### config.mk
export PLATFORM = sky130hd
export DESIGN_NAME = cos_engine_arbiter
export DESIGN_NICKNAME = d
export VERILOG_FILES = /design/src/rtl/cos_engine_arbiter.sv
export SDC_FILE = /design/constraint.sdc
export NUM_CORES = 1
export LEC_CHECK = 0
export CORE_ASPECT_RATIO = 0.6
export CORE_MARGIN = 4
export CORE_UTILIZATION = 40
export CTS_CLUSTER_SIZE = 14
export DETAILED_ROUTE_END_ITERATION = 8
export PLACE_DENSITY = 0.82
export SKIP_LAST_GASP = 1
export SLEW_MARGIN = 25
export SYNTH_ARGS = -nofsm -noshare
export SYNTH_HDL_FRONTEND = slang
export SYNTH_SLANG_ARGS = --single-unit
### constraint.sdc
create_clock -name clk -period 1.9 [get_ports clk]
set_input_delay 0.285 -clock clk [delete_from_list [all_inputs] [get_ports clk]]
set_output_delay 0.285 -clock clk [all_outputs]
set_load 0.03 [all_outputs]
### src/rtl/cos_engine_arbiter.sv
// Round-robin arbiter/sequencer sharing one cos_Q1 Taylor-series engine among N_REQ requesters.
// Optional watchdog abort of a stalled engine is built when COS_ARB_TIMEOUT_EN is defined.
module cos_engine_arbiter #(
    parameter int N_REQ  = 4,
    parameter int XW     = 16,
    parameter int YW     = 8,
    parameter int RW     = 16,
    parameter int TO_CYC = 64
) (
    input  logic                clk,
    input  logic                rst,
    input  logic [N_REQ-1:0]    req,
    input  logic [N_REQ*XW-1:0] x_in,
    input  logic [N_REQ*YW-1:0] y_in,
    output logic [N_REQ-1:0]    gnt,
    output logic [N_REQ-1:0]    done,
    output logic                err,
    output logic [RW-1:0]       cosx_out,
    output logic                busy,
    output logic                eng_start,
    output logic [XW-1:0]       eng_x,
    output logic [YW-1:0]       eng_y,
    input  logic                eng_ready,
    input  logic [RW-1:0]       eng_cosx
);

    localparam int PW = $clog2(N_REQ);

    typedef enum logic [1:0] {IDLE, START, WAIT} state_t;

    state_t           state_q, state_d;
    logic [PW-1:0]    ptr_q, ptr_d;
    logic [PW-1:0]    owner_q, owner_d;
    logic             ready_q;
    logic [N_REQ-1:0] gnt_q, gnt_d;
    logic [N_REQ-1:0] done_q, done_d;
    logic             err_q, err_d;
    logic [RW-1:0]    cosx_q, cosx_d;
    logic             busy_q, busy_d;
    logic             start_q, start_d;
    logic [XW-1:0]    eng_x_q, eng_x_d;
    logic [YW-1:0]    eng_y_q, eng_y_d;

    logic             win_found;
    logic [PW-1:0]    win_idx;
    logic [N_REQ-1:0] win_oh;
    logic [N_REQ-1:0] owner_oh;
    logic [XW-1:0]    win_x;
    logic [YW-1:0]    win_y;
    logic [PW-1:0]    owner_next;
    logic             eng_rise;

`ifdef COS_ARB_TIMEOUT_EN
    localparam int CW = $clog2(TO_CYC) + 1;
    logic [CW-1:0] cnt_q, cnt_d;
`else
    logic unused_to_cyc;
    assign unused_to_cyc = |TO_CYC;
`endif

    // Rotating priority: the first set req bit at or after ptr wins.
    always_comb begin
        int cand;
        win_found = 1'b0;
        win_idx   = '0;
        cand      = 0;
        for (int off = 0; off < N_REQ; off++) begin
            cand = int'(ptr_q) + off;
            if (cand >= N_REQ) cand = cand - N_REQ;
            for (int j = 0; j < N_REQ; j++) begin
                if (!win_found && req[j] && (cand == j)) begin
                    win_found = 1'b1;
                    win_idx   = PW'(j);
                end
            end
        end
    end

    always_comb begin
        win_x    = '0;
        win_y    = '0;
        win_oh   = '0;
        owner_oh = '0;
        for (int j = 0; j < N_REQ; j++) begin
            if (win_idx == PW'(j)) begin
                win_x     = x_in[j*XW +: XW];
                win_y     = y_in[j*YW +: YW];
                win_oh[j] = 1'b1;
            end
            if (owner_q == PW'(j)) owner_oh[j] = 1'b1;
        end
    end

    assign owner_next = (owner_q == PW'(N_REQ - 1)) ? '0 : owner_q + 1'b1;
    assign eng_rise   = eng_ready & ~ready_q;

    always_comb begin
        // NOTE: every signal gets a default first so no path leaves one unassigned (no latches).
        state_d = state_q;
        ptr_d   = ptr_q;
        owner_d = owner_q;
        gnt_d   = '0;
        done_d  = '0;
        err_d   = 1'b0;
        start_d = 1'b0;
        cosx_d  = cosx_q;
        busy_d  = busy_q;
        eng_x_d = eng_x_q;
        eng_y_d = eng_y_q;
`ifdef COS_ARB_TIMEOUT_EN
        cnt_d   = cnt_q;
`endif
        case (state_q)
            IDLE: begin
                if (win_found) begin
                    owner_d = win_idx;
                    gnt_d   = win_oh;
                    start_d = 1'b1;
                    busy_d  = 1'b1;
                    eng_x_d = win_x;
                    eng_y_d = win_y;
                    state_d = START;
                end
            end
            START: begin
                state_d = WAIT;
`ifdef COS_ARB_TIMEOUT_EN
                cnt_d   = '0;
`endif
            end
            WAIT: begin
                if (eng_rise) begin
                    cosx_d  = eng_cosx;
                    done_d  = owner_oh;
                    busy_d  = 1'b0;
                    ptr_d   = owner_next;
                    state_d = IDLE;
                end
`ifdef COS_ARB_TIMEOUT_EN
                else if (cnt_q == CW'(TO_CYC - 1)) begin
                    cosx_d  = '0;
                    done_d  = owner_oh;
                    err_d   = 1'b1;
                    busy_d  = 1'b0;
                    ptr_d   = owner_next;
                    state_d = IDLE;
                end else begin
                    cnt_d = cnt_q + 1'b1;
                end
`endif
            end
            default: state_d = IDLE;
        endcase
    end

    // NOTE: sequential state uses non-blocking assignments so every flop samples pre-edge values.
    always_ff @(posedge clk) begin
        if (!rst) begin
            state_q <= IDLE;
            ptr_q   <= '0;
            owner_q <= '0;
            ready_q <= 1'b1;
            gnt_q   <= '0;
            done_q  <= '0;
            err_q   <= 1'b0;
            cosx_q  <= '0;
            busy_q  <= 1'b0;
            start_q <= 1'b0;
            eng_x_q <= '0;
            eng_y_q <= '0;
`ifdef COS_ARB_TIMEOUT_EN
            cnt_q   <= '0;
`endif
        end else begin
            state_q <= state_d;
            ptr_q   <= ptr_d;
            owner_q <= owner_d;
            ready_q <= eng_ready;
            gnt_q   <= gnt_d;
            done_q  <= done_d;
            err_q   <= err_d;
            cosx_q  <= cosx_d;
            busy_q  <= busy_d;
            start_q <= start_d;
            eng_x_q <= eng_x_d;
            eng_y_q <= eng_y_d;
`ifdef COS_ARB_TIMEOUT_EN
            cnt_q   <= cnt_d;
`endif
        end
    end

    assign gnt       = gnt_q;
    assign done      = done_q;
    assign err       = err_q;
    assign cosx_out  = cosx_q;
    assign busy      = busy_q;
    assign eng_start = start_q;
    assign eng_x     = eng_x_q;
    assign eng_y     = eng_y_q;

endmodule

==> summary.txt <==
LAYOUT
-------------------------------------------------------------------------------------
Area growth syn-to-layout                                                      74.88%
Fraction of final layout cells sized beyond drive strength 1                   15.01%
Commonest non-fill, non-tap cells in the layout                          clkdlybuf4s50_1 (165), dfxtp_1 (55), nand2_1 (48), o21ai_0 (40), buf_4 (34)
Final layout net count                                                            691
Most frequent standard cell in the layout excluding fill and tap cells   clkdlybuf4s50_1
Antenna diode count                                                                 0
Fin area                                                                   5584 sq um

DETAILED ROUTING
-------------------------------------------------------------------------------------
Total iterations of the first detailed-routing run                                  5
1st-iter DRT viols                                                                213
Residual DRC count                                                                  0
Vias/cell                                                                       5.612
Vias after detailed routing                                                      3799
Final antenna-violating net count                                                   0
Average routed wire per standard cell                                        17.73 um
Overall routed net length                                                    12000 um

YOSYS
-------------------------------------------------------------------------------------
Primary FF master, synth                                                      dfxtp_1
Number of enable-type register cells in the synthesized netlist                     0
Async S/R FF share, synth                                                          0%
Combined area of all synthesized cells                                     3193 sq um
Sequential cell area fraction in the yosys report                              35.74%
Number of warning messages in the yosys log                                         0
Count of cell types in the netlist                                                 39
Syn Area/Cell                                                             8.230 sq um
Flip-flop and latch count after synthesis                                          57
Gate count of the mapped netlist                                                  388
Nets in the synthesized netlist                                                   511

FLOORPLAN
-------------------------------------------------------------------------------------
Number of ports placed on the die boundary                                        170
Die outline height                                                           77.21 um
Total Die Area                                                             9523 sq um
Site row count                                                                     24
Effective utilization at floorplan                                             42.53%
Die extent in x                                                              123.3 um
Area of the core                                                           7507 sq um

POWER
-------------------------------------------------------------------------------------
Worst voltage drop across the vdd grid                                      0.4382 mV
Switching component of the power                                           0.001114 W
Switching share of power                                                       26.16%
Power density normalized to cell area                                    762.9 nW/um^2
Leakage power                                                                1.993 nW
Combinational group share of total power                                        25.6%
Share of total power in sequential cells                                        31.3%
Clock share of power                                                            43.2%
Internal Power                                                             0.003146 W

CRITICAL PATH
-------------------------------------------------------------------------------------
Startpoint-to-endpoint class of the critical path                           in -> reg
Type of element launching the critical path                                 input pin
Critical Path End Type                                                      flip-flop
Critical Path Fanout Max                                                            7
Critical path's slowest cell                                             clkdlybuf4s50_1
Most repeated library cell on the critical path                                 buf_4
Peak per-stage delay on the critical path                                     0.56 ns
Critical-path cell list                                                  clkdlybuf4s50_1 -> buf_4 -> nor4_4 -> buf_4 -> o21ai_0 -> o2111ai_1 -> a221oi_2 -> nor3_1
Arrival time at the worst endpoint                                            2.03 ns
FF-to-FF setup slack                                                          0.08 ns
Worst Path Required                                                           2.10 ns

STA
-------------------------------------------------------------------------------------
Fraction of the cycle the final worst path needs                               96.20%
Count of pins over their slew limit                                                 0
Min cycle time layout                                                        1.828 ns
Number of hold-slack violations in the final timing report                          0
Clock tree skew after final layout                                        0.005021 ns
Fin Hold WS                                                                 0.4573 ns
Setup repair after global routing missed its margin                             false
Peak Freq                                                                  0.5471 GHz
Final setup violation count                                                         0

FLOW RUN
-------------------------------------------------------------------------------------
Number of maximum-capacitance constraint violations                                 0

CTS
-------------------------------------------------------------------------------------
H-tree depth reported by CTS                                                        3
TritonCTS clock tree                                                             done
Buffer levels on the longest clock path                                             2
Clock insertion delay at the later pin of the skew report                     0.32 ns
Sinks on the clock net                                                             57
CTS clk-pin slew, worst paths                                                 0.05 ns
Buffer cell driving the clock tree root                                     clkbuf_16
Number of buffers created by CTS                                                    9
Hold bufs inserted after CTS                                                        0

PLACE
-------------------------------------------------------------------------------------
Detailed placer's ending HPWL                                                 9365 um
Placed instance area                                                       5174 sq um
Last weighted congestion value of the routability-driven placer                0.8858
PortBufs                                                                          168

GLOBAL ROUTING
-------------------------------------------------------------------------------------
Wire length of the first global-routing pass                                 18750 um
Total Routing Usage GR                                                         24.95%
Via count of the first global-routing pass                                       3738
Total grt overflow                                                                  0
Antenna violations before repair                                                    0
Pin count of the biggest net entering global routing                               25

OUTCOME
-------------------------------------------------------------------------------------
Status                                                                   finished clean

WORST HOLD PATH
-------------------------------------------------------------------------------------
Worst hold path class                                                      reg -> reg

==> registers in the layout (all words and copies together) (netlist names) <==
signal / cells
eng_x: 16
state_q: 2
ptr_q: 2
eng_start: 1
eng_y: 8
ready_q: 1
owner_q: 2
done: 4
cosx_out: 16
gnt: 4
busy: 1
==> area by class of cell <==
type	instances	area, sq um
inverter	5	18.77
clock inverter	5	102.6
sequential	57	1144
tap	104	130.1
clock buffer	11	242.7
timing repair buffer	208	2036
fill	550	1923
multi-input combinational	287	1911
==> worst paths after layout <==
| check | start | endpoint | cells past startpoint |
|---|---|---|---|
| worst max-delay path | req[1] | eng_x[10]$_SDFFE_PN0P_ | 8 |
| worst min register to register | eng_y[4]$_SDFFE_PN0P_ | eng_y[4]$_SDFFE_PN0P_ | 2 |
| worst min-delay path | eng_y[4]$_SDFFE_PN0P_ | eng_y[4]$_SDFFE_PN0P_ | 2 |
| worst max register to register | state_q[1]$_SDFFE_PN0P_ | eng_x[10]$_SDFFE_PN0P_ | 6 |
==> synthesized netlist by cell type (2+ instances only) <==
master / number / area share [%]
buf_1: 2 / 0.24
a2111oi_0: 4 / 1.1
dfxtp_1: 57 / 36
or2_2: 2 / 0.39
clkbuf_1: 20 / 2.4
o2111ai_1: 24 / 6.6
a21boi_0: 18 / 4.2
buf_2: 14 / 2.2
ha_1: 4 / 1.6
inv_1: 5 / 0.59
and2_0: 6 / 1.2
nor2b_1: 8 / 1.6
and2_1: 21 / 4.1
and3_1: 6 / 1.2
o21ai_0: 41 / 6.4
o211ai_1: 12 / 2.8
a221oi_2: 8 / 3.8
a221oi_1: 4 / 1.1
nor2_1: 8 / 0.94
nand2b_1: 4 / 0.78
a21oi_1: 11 / 1.7
nand2_1: 48 / 5.6
nor3_1: 26 / 4.1
o21ai_1: 12 / 1.9
buf_4: 2 / 0.47
a2111oi_2: 8 / 3.8
==> metal layers <==
metal,share of wire (%),routed length (um),track usage [%],vias up
met5,0,0,0,-
met4,0.67,81,4.309,0
met3,10,1241,9.265,8
met2,46,5517,39.57,209
met1,43,5164,32.74,1774
li1,-,-,-,1808
==> through the flow <==
| stage | setup TNS [ns] | power (W) | instances | worst slack [ns] | utilization, % |
|---|---|---|---|---|---|
| floorplan | 0 | 0.001841 | 388 | 0.2888 | - |
| global placement | -11.04 | 0.002388 | 660 | -0.5345 | 68.92 |
| detailed placement | -13.86 | 0.002411 | 660 | -0.6207 | 68.92 |
| CTS | -0.05170 | 0.004272 | 676 | -0.03133 | 73.80 |
| global route | 0 | 0.004444 | 677 | 0.01696 | 74.38 |
| finish | 0 | 0.004260 | 677 | 0.07229 | 74.38 |
==> power by group through the flow <==
stage               sequential, W  combinational (W)  clock (W)
CTS                       0.00133            0.00107    0.00187
detailed placement        0.00135            0.00106          0
global placement          0.00135            0.00104          0
global route              0.00134            0.00116    0.00195
floorplan                 0.00149           0.000356          0
finish                    0.00133            0.00109    0.00184
==> worst max-delay path, delay by kind of cell <==
family                 cells  cell delay (ns)
buffers and inverters      3             0.89
AOI/OAI and AO/OA          3             0.73
and+or+nand+nor            2             0.12
==> logic make-up (layout without fill, tap and decap cells) <==
logic type | Yosys count | in the layout | synth area share [%]
adders and majority gates | 4 | 4 | 1.567
muxes | 1 | 1 | 0.3135
DFF | 57 | 57 | 35.74
AOI/OAI and AO/OA | 147 | 147 | 34.80
and+or+nand+nor | 134 | 134 | 21.28
other | 1 | 1 | 0.1174
buffers and inverters | 44 | 229 | 6.191
==> what timing repair did <==
item                                    CTS  global route
setup buffers                             0             1
pin swaps                                 1             1
gates resized for setup                  13            10
endpoints found under the setup margin   25            27
hold endpoints to repair                  0             0
Note: power is estimated with default switching activity, not from simulation.
